==> src/rtl/plic_core_if.sv <==
// Word-wide request/acknowledge slave bus used by the D-bus master to reach plic_core.
interface plic_core_if;
  logic        req;
  logic        we;
  logic [21:0] addr;
  logic [31:0] wdata;
  logic [31:0] rdata;
  logic        ack;

  modport master (output req, we, addr, wdata, input rdata, ack);
  modport slave  (input req, we, addr, wdata, output rdata, ack);
endinterface

==> src/rtl/plic_core.sv <==
// Single-context platform-level interrupt controller: per-source gateways, priority
// arbitration against a threshold, and a claim/complete register interface.
module plic_core #(
  parameter int          NSRC      = 8,
  parameter int          PRIO_W    = 3,
  parameter logic [31:0] EDGE_MASK = 32'h0
) (
  input  logic          clk,
  input  logic          rst_n,
  input  logic [NSRC:0] irq_src,
  plic_core_if.slave    bus,
  output logic          irq_ext
);

  localparam logic [19:0] PEND_WORD  = 20'h00400;
  localparam logic [19:0] EN_WORD    = 20'h00800;
  localparam logic [19:0] THR_WORD   = 20'h80000;
  localparam logic [19:0] CLAIM_WORD = 20'h80001;

  logic [PRIO_W-1:0] prio_r [NSRC:1];
  logic [NSRC:1]     enable_r;
  logic [NSRC:1]     pending_r;
  logic [NSRC:1]     inflight_r;
  logic [NSRC:1]     prev_src_r;
  logic [PRIO_W-1:0] threshold_r;
  logic              ack_r;
  logic              lock_r;
  logic              irq_ext_r;
  logic [31:0]       rdata_r;

  logic [19:0]       word_s;
  logic              accept_s;
  logic              wr_fire_s;
  logic              rd_fire_s;
  logic              claim_fire_s;
  logic              cpl_fire_s;
  logic [4:0]        cpl_id_s;
  logic [4:0]        win_id_s;
  logic [PRIO_W-1:0] win_prio_s;
  logic              elig_any_s;
  logic              elig_s;
  logic              take_s;
  logic [NSRC:1]     prio_hit_s;
  logic [NSRC:1]     set_s;
  logic [NSRC:1]     claim_clr_s;
  logic [NSRC:1]     cpl_clr_s;
  logic [31:0]       rd_s;
  logic              unused_s;

  assign unused_s  = ^{irq_src[0], bus.addr[1:0], bus.wdata};
  assign bus.ack   = ack_r;
  assign bus.rdata = rdata_r;
  assign irq_ext   = irq_ext_r;

  // Arbitration: strict '>' while scanning upward keeps the lowest ID on priority ties.
  always_comb begin
    win_id_s   = 5'd0;
    win_prio_s = {PRIO_W{1'b0}};
    elig_any_s = 1'b0;
    elig_s     = 1'b0;
    take_s     = 1'b0;
    for (int i = 1; i <= NSRC; i++) begin
      elig_s     = pending_r[i] & enable_r[i] & (prio_r[i] > threshold_r);
      take_s     = elig_s & (prio_r[i] > win_prio_s);
      elig_any_s = elig_any_s | elig_s;
      win_id_s   = take_s ? 5'(i) : win_id_s;
      win_prio_s = take_s ? prio_r[i] : win_prio_s;
    end
  end

  // Bus decode, gateway set terms and claim/complete targets.
  always_comb begin
    word_s       = bus.addr[21:2];
    accept_s     = bus.req & ~ack_r & ~lock_r;
    wr_fire_s    = accept_s & bus.we;
    rd_fire_s    = accept_s & ~bus.we;
    claim_fire_s = rd_fire_s & (word_s == CLAIM_WORD) & elig_any_s;
    cpl_fire_s   = wr_fire_s & (word_s == CLAIM_WORD);
    cpl_id_s     = bus.wdata[4:0];
    prio_hit_s   = {NSRC{1'b0}};
    set_s        = {NSRC{1'b0}};
    claim_clr_s  = {NSRC{1'b0}};
    cpl_clr_s    = {NSRC{1'b0}};
    for (int i = 1; i <= NSRC; i++) begin
      prio_hit_s[i]  = (word_s == 20'(i));
      claim_clr_s[i] = claim_fire_s & (win_id_s == 5'(i));
      cpl_clr_s[i]   = cpl_fire_s & (cpl_id_s == 5'(i)) & inflight_r[i];
      // Edge sources pend on every rising edge; level sources wait for the previous one to retire.
      set_s[i]       = EDGE_MASK[i] ? (irq_src[i] & ~prev_src_r[i])
                                    : (irq_src[i] & ~inflight_r[i] & ~pending_r[i]);
    end
  end

  // Read data multiplexer; anything unmapped reads as zero.
  always_comb begin
    rd_s = 32'h0;
    case (word_s)
      PEND_WORD:  rd_s = 32'({pending_r, 1'b0});
      EN_WORD:    rd_s = 32'({enable_r, 1'b0});
      THR_WORD:   rd_s = 32'(threshold_r);
      CLAIM_WORD: rd_s = 32'(win_id_s);
      default: begin
        for (int i = 1; i <= NSRC; i++) begin
          rd_s = prio_hit_s[i] ? 32'(prio_r[i]) : rd_s;
        end
      end
    endcase
  end

  // Register file, gateway state, handshake and the registered interrupt output.
  always_ff @(posedge clk or negedge rst_n) begin
    if (!rst_n) begin
      for (int i = 1; i <= NSRC; i++) begin
        prio_r[i] <= {PRIO_W{1'b0}};
      end
      enable_r    <= {NSRC{1'b0}};
      pending_r   <= {NSRC{1'b0}};
      inflight_r  <= {NSRC{1'b0}};
      prev_src_r  <= {NSRC{1'b0}};
      threshold_r <= {PRIO_W{1'b0}};
      ack_r       <= 1'b0;
      lock_r      <= 1'b0;
      irq_ext_r   <= 1'b0;
      rdata_r     <= 32'h0;
    end else begin
      ack_r      <= accept_s;
      lock_r     <= accept_s | (lock_r & bus.req);
      rdata_r    <= rd_fire_s ? rd_s : 32'h0;
      irq_ext_r  <= elig_any_s;
      prev_src_r <= irq_src[NSRC:1];
      pending_r  <= (pending_r & ~claim_clr_s) | set_s;
      inflight_r <= (inflight_r | claim_clr_s) & ~cpl_clr_s;
      if (wr_fire_s && (word_s == EN_WORD)) begin
        enable_r <= bus.wdata[NSRC:1];
      end else begin
        enable_r <= enable_r;
      end
      if (wr_fire_s && (word_s == THR_WORD)) begin
        threshold_r <= bus.wdata[PRIO_W-1:0];
      end else begin
        threshold_r <= threshold_r;
      end
      for (int i = 1; i <= NSRC; i++) begin
        if (wr_fire_s && prio_hit_s[i]) begin
          prio_r[i] <= bus.wdata[PRIO_W-1:0];
        end else begin
          prio_r[i] <= prio_r[i];
        end
      end
    end
  end

endmodule

==> src/flat_wrapper.sv <==
// flat-port wrapper written by rule: the top's interface ports become plain ports
module plic_core_flat 
#(
  parameter int          NSRC      = 8,
  parameter int          PRIO_W    = 3,
  parameter logic [31:0] EDGE_MASK = 32'h0
)
  (clk, rst_n, irq_src, irq_ext, bus_req, bus_we, bus_addr, bus_wdata, bus_rdata, bus_ack);
  plic_core_if bus_i ();
  input  logic clk;
  input  logic rst_n;
  input  logic [NSRC:0] irq_src;
  output logic irq_ext;
  input wire logic [$bits(bus_i.req)-1:0] bus_req;
  input wire logic [$bits(bus_i.we)-1:0] bus_we;
  input wire logic [$bits(bus_i.addr)-1:0] bus_addr;
  input wire logic [$bits(bus_i.wdata)-1:0] bus_wdata;
  output wire logic [$bits(bus_i.rdata)-1:0] bus_rdata;
  output wire logic [$bits(bus_i.ack)-1:0] bus_ack;
  assign bus_i.req = bus_req;
  assign bus_i.we = bus_we;
  assign bus_i.addr = bus_addr;
  assign bus_i.wdata = bus_wdata;
  assign bus_rdata = bus_i.rdata;
  assign bus_ack = bus_i.ack;
  plic_core #(.NSRC(NSRC), .PRIO_W(PRIO_W), .EDGE_MASK(EDGE_MASK)) u_core (.clk(clk), .rst_n(rst_n), .irq_src(irq_src), .bus(bus_i), .irq_ext(irq_ext));
endmodule
==> config.mk <==
export PLATFORM = sky130hd
export DESIGN_NAME = plic_core_flat
export DESIGN_NICKNAME = d
export VERILOG_FILES = /design/src/rtl/plic_core_if.sv /design/src/rtl/plic_core.sv /design/src/flat_wrapper.sv
export SDC_FILE = /design/constraint.sdc
export NUM_CORES = 1
export LEC_CHECK = 0
export CAP_MARGIN = 15
export CORE_MARGIN = 2
export CORE_UTILIZATION = 52
export DETAILED_ROUTE_END_ITERATION = 10
export GPL_ROUTABILITY_DRIVEN = 1
export PLACE_DENSITY = 0.88
export SETUP_SLACK_MARGIN = 0.02
export SKIP_LAST_GASP = 1
export SLEW_MARGIN = 10
export SYNTH_ARGS = -nofsm -noshare
export SYNTH_HDL_FRONTEND = slang
export SYNTH_SLANG_ARGS = --single-unit
==> constraint.sdc <==
create_clock -name clk -period 13 [get_ports clk]
set_input_delay 3.9 -clock clk [delete_from_list [all_inputs] [get_ports clk]]
set_output_delay 3.9 -clock clk [all_outputs]
set_load 0.02 [all_outputs]
==> impl_metrics.py <==
metrics = {
    "synthesis": {
        "synth_edf_count": 0,
        "synth_most_common_cell": "dfrtp_1",
        "netlist_instances": 524,
        "synthTopCellsByArea": "dfrtp_1, ha_1, mux2_2",
        "synth_top_area_share_pct": 32.94,
        "avgSynthCellArea_um2": 9.133,
        "synth_area_um2": 4786,
        "synth_commonest_cells": "dfrtp_1, nand2_1, ha_1",
        "seq_area_frac_synth_pct": 32.94,
        "async_flop_share_pct": 100.0,
        "ys_ff_latch": 63,
        "ys_warn_count": 0,
        "synth_cell_types": 73,
        "ys.flop_type": "dfrtp_1",
        "synth_top_area_cell": "dfrtp_1",
    },
    "drt": {
        "drc": 0,
        "vias": 4342,
        "post_drt_wl_per_cell_um": 19.11,
        "routed_via_density": 6.256,
        "ant_nets": 0,
        "firstDrtPassIters": 5,
        "drtIter0Drc": 344,
        "wirelength_um": 13260,
    },
    "cells_and_area": {
        "fill_cells": 778,
        "diodes": 0,
        "syn2layout_area_growth_pct": 14.88,
        "seq_area_um2": 1577,
        "layout-drive-gt1-share_pct": 13.21,
        "nNetsFinal": 686,
        "final_area_um2": 5498,
        "final_cells": 694,
        "multi_input_area_um2": 2943,
    },
    "timing": {
        "finalCriticalPeriod_ps": 12140,
        "setup_tns_ps": 0,
        "maxSlewHeadroom_pct": 45.97,
        "setup_violations": 0,
        "finalCritPeriodShare_pct": 93.37,
        "tightest_slew_ps": 810.5,
        "holdWs_ps": 474.4,
        "max_freq_mhz": 82.39,
        "hold_violations": 0,
        "fin_skew_ps": 7.527,
        "slew_viol_final": 0,
        "rsz0062_at_grt": "false",
    },
    "global_routing": {
        "grt_use_total_pct": 27.40,
        "met2_usage_pct": 47.09,
        "grt_pass1_vias": 4322,
        "grt-ovfl-total": 0,
        "grt_pass1_wl_um": 21210,
        "grt_antenna_before_repair": 1,
        "grt_max_degree": 64,
        "gr-usage-met3_pct": 6.337,
        "gr-max-usage-layer": "met2",
        "use_met1_pct": 33.48,
    },
    "min_path": {
        "whs_path_depth": 1,
        "hp-class": "flop to flop",
        "worstHoldEndpoint": "u_core.bus.ack",
        "holdCritStartpoint": "u_core.lock_r",
    },
    "clocking": {
        "ctsHtreeMaxLevel": 3,
        "clk-insertion-delay-late_ps": 360,
        "clkTransAtPathRegs_ps": 60,
        "cts_tree": "done",
        "cts_made_buffers": 9,
        "clock_sinks": 63,
        "ctsResizeCount": 0,
        "cts_setup_buffers": 0,
        "cts_hold_buf": 0,
        "ctsRootBufferMaster": "clkbuf_8",
        "cts_buffer_depth": 2,
    },
    "die": {
        "fp.dieH_um": 99.94,
        "core_area_um2": 9065,
        "rows": 35,
        "dieArea_um2": 9987,
        "io_pins": 101,
        "die_w_um": 99.94,
        "initial_core_util_pct": 52.80,
    },
    "place": {
        "placed_area_um2": 5340,
        "place_congestion": 0.9419,
        "post-place-cells": 679,
        "dp_hpwl_um": 9958,
        "numPortBuffers": 51,
    },
    "pwr": {
        "pwr-share-seq_pct": 52.0,
        "p_per_area_nw_per_um2": 68.74,
        "power.leakage_nw": 2.386,
        "combPwrFrac_pct": 8.8,
        "swShare_pct": 25.05,
        "ir_drop_uv": 38.45,
        "total_power_mw": 0.3779,
        "switching_power_mw": 0.09465,
        "internal_power_mw": 0.2833,
        "pwr-share-clk_pct": 39.1,
    },
    "critical_path": {
        "startpoint": "u_core.threshold_r[0]",
        "reg2reg_depth": 49,
        "cpMaxStageDelayCell": "dfrtp_1",
        "reg2reg_from": "u_core.threshold_r[0]",
        "cp_max_fo": 14,
        "regToRegSetupSlack_ps": 860,
        "endpoint_kind": "flop",
        "cp.arrival_ps": 12380,
        "cp.required_ps": 13240,
        "cp_common_cell": "ha_1",
        "path_class": "flop to flop",
        "rr_endpoint": "u_core.inflight_r[3]",
        "slowest_delay_ps": 680,
        "critPathLaunchType": "flop",
    },
    "outcome": {
        "outcome": "finished, final reports clean",
    },
    "flow_run": {
        "drv_cap": 0,
    },
}
[layer usage]
metal  part of all wire [%]  wire length (um)  vias to the layer above
li1                       -                 -                     1990
met1                     39              5197                     2102
met2                     50              6586                      203
met3                    8.3              1100                       47
met4                    2.8               376                        0
met5                      0                 0                        -
[cell type report]
cell class,instances,area share (%)
Clock buffer,14,2.777
Clock inverter,1,0.09103
Inverter,35,2.390
Multi-Input combinational cell,413,53.53
Sequential cell,63,28.68
Tap cell,111,2.526
Timing Repair Buffer,57,10.01
[per-stage QoR]
step	setup WS (ps)	util [%]
after global placement	1412	58.91
after global routing	28.72	60.65
after detailed placement	1147	58.91
after floorplan	2504	-
after CTS	1061	60.65
final	862.3	60.65
[worst max-delay path: cells and delay by family (launching register included)]
| family | cells | cell delay [ps] |
|---|---|---|
| multiplexers | 5 | 1710 |
| buffers and inverters | 1 | 80 |
| adder cells (fa/ha/maj) | 9 | 2780 |
| AO/OA/AOI/OAI | 19 | 3750 |
| flip-flops | 1 | 680 |
| AND/OR/NAND/NOR | 15 | 3020 |
[state kept, by name, indices dropped and copies added, names as in the netlist]
signal	cells
u_core.bus.rdata	9
u_core.prio_r	24
u_core.inflight_r	8
u_core.bus.ack	1
u_core.lock_r	1
u_core.enable_r	8
u_core.pending_r	8
u_core.threshold_r	3
u_core.irq_ext	1
[power groups by stage]
stage | sequential (mW) | combinational (mW) | clock [mW]
final | 0.197 | 0.0334 | 0.148
after global routing | 0.197 | 0.0362 | 0.157
after CTS | 0.197 | 0.0333 | 0.148
after detailed placement | 0.200 | 0.0331 | 0
after global placement | 0.200 | 0.0325 | 0
after floorplan | 0.201 | 0.0184 | 0
[logic make-up (layout without fill, tap and decap cells)]
logic type,Yosys count,in the layout,synth area share (%)
AO/OA/AOI/OAI,128,128,18.75
AND/OR/NAND/NOR,181,181,20.63
buffers and inverters,70,107,7.294
multiplexers,39,39,9.438
other,1,23,0.07836
adder cells (fa/ha/maj),42,42,10.88
flip-flops,63,63,32.94
[worst max-delay path by stage]
| stage | to | slack [ps] | cells past startpoint |
|---|---|---|---|
| global route | u_core.inflight_r[3] | 30 | 48 |
| floorplan | u_core.inflight_r[1] | 2500 | 52 |
| global placement | u_core.inflight_r[1] | 1410 | 49 |
| detailed placement | u_core.inflight_r[1] | 1150 | 48 |
| finish | u_core.inflight_r[3] | 860 | 49 |
| CTS | u_core.inflight_r[3] | 1060 | 48 |
[cell usage in the layout, fill, tap and decap left out, types with 3 or more instances in the layout]
| cell type | instances |
|---|---|
| nand4_1 | 6 |
| a31oi_1 | 6 |
| a21o_1 | 7 |
| nor3b_1 | 5 |
| nand2b_1 | 4 |
| o21ai_0 | 39 |
| and2_1 | 4 |
| o31ai_1 | 3 |
| or2_2 | 3 |
| conb_1 | 23 |
| ha_1 | 40 |
| clkbuf_1 | 4 |
| clkdlybuf4s50_1 | 50 |
| a311oi_1 | 3 |
| a22oi_1 | 10 |
| clkbuf_8 | 10 |
| nand3b_1 | 5 |
| inv_1 | 35 |
| a21oi_1 | 20 |
| nand3_1 | 21 |
| o22a_1 | 3 |
| or4_1 | 4 |
| nor2b_1 | 11 |
| mux2i_1 | 5 |
| buf_4 | 6 |
| nor3_1 | 14 |
| nor2_1 | 36 |
| mux2_2 | 31 |
| nor4_1 | 4 |
| dfrtp_1 | 63 |
| o21a_1 | 5 |
| nand2_1 | 46 |
Power figures use the tool's default switching activity.
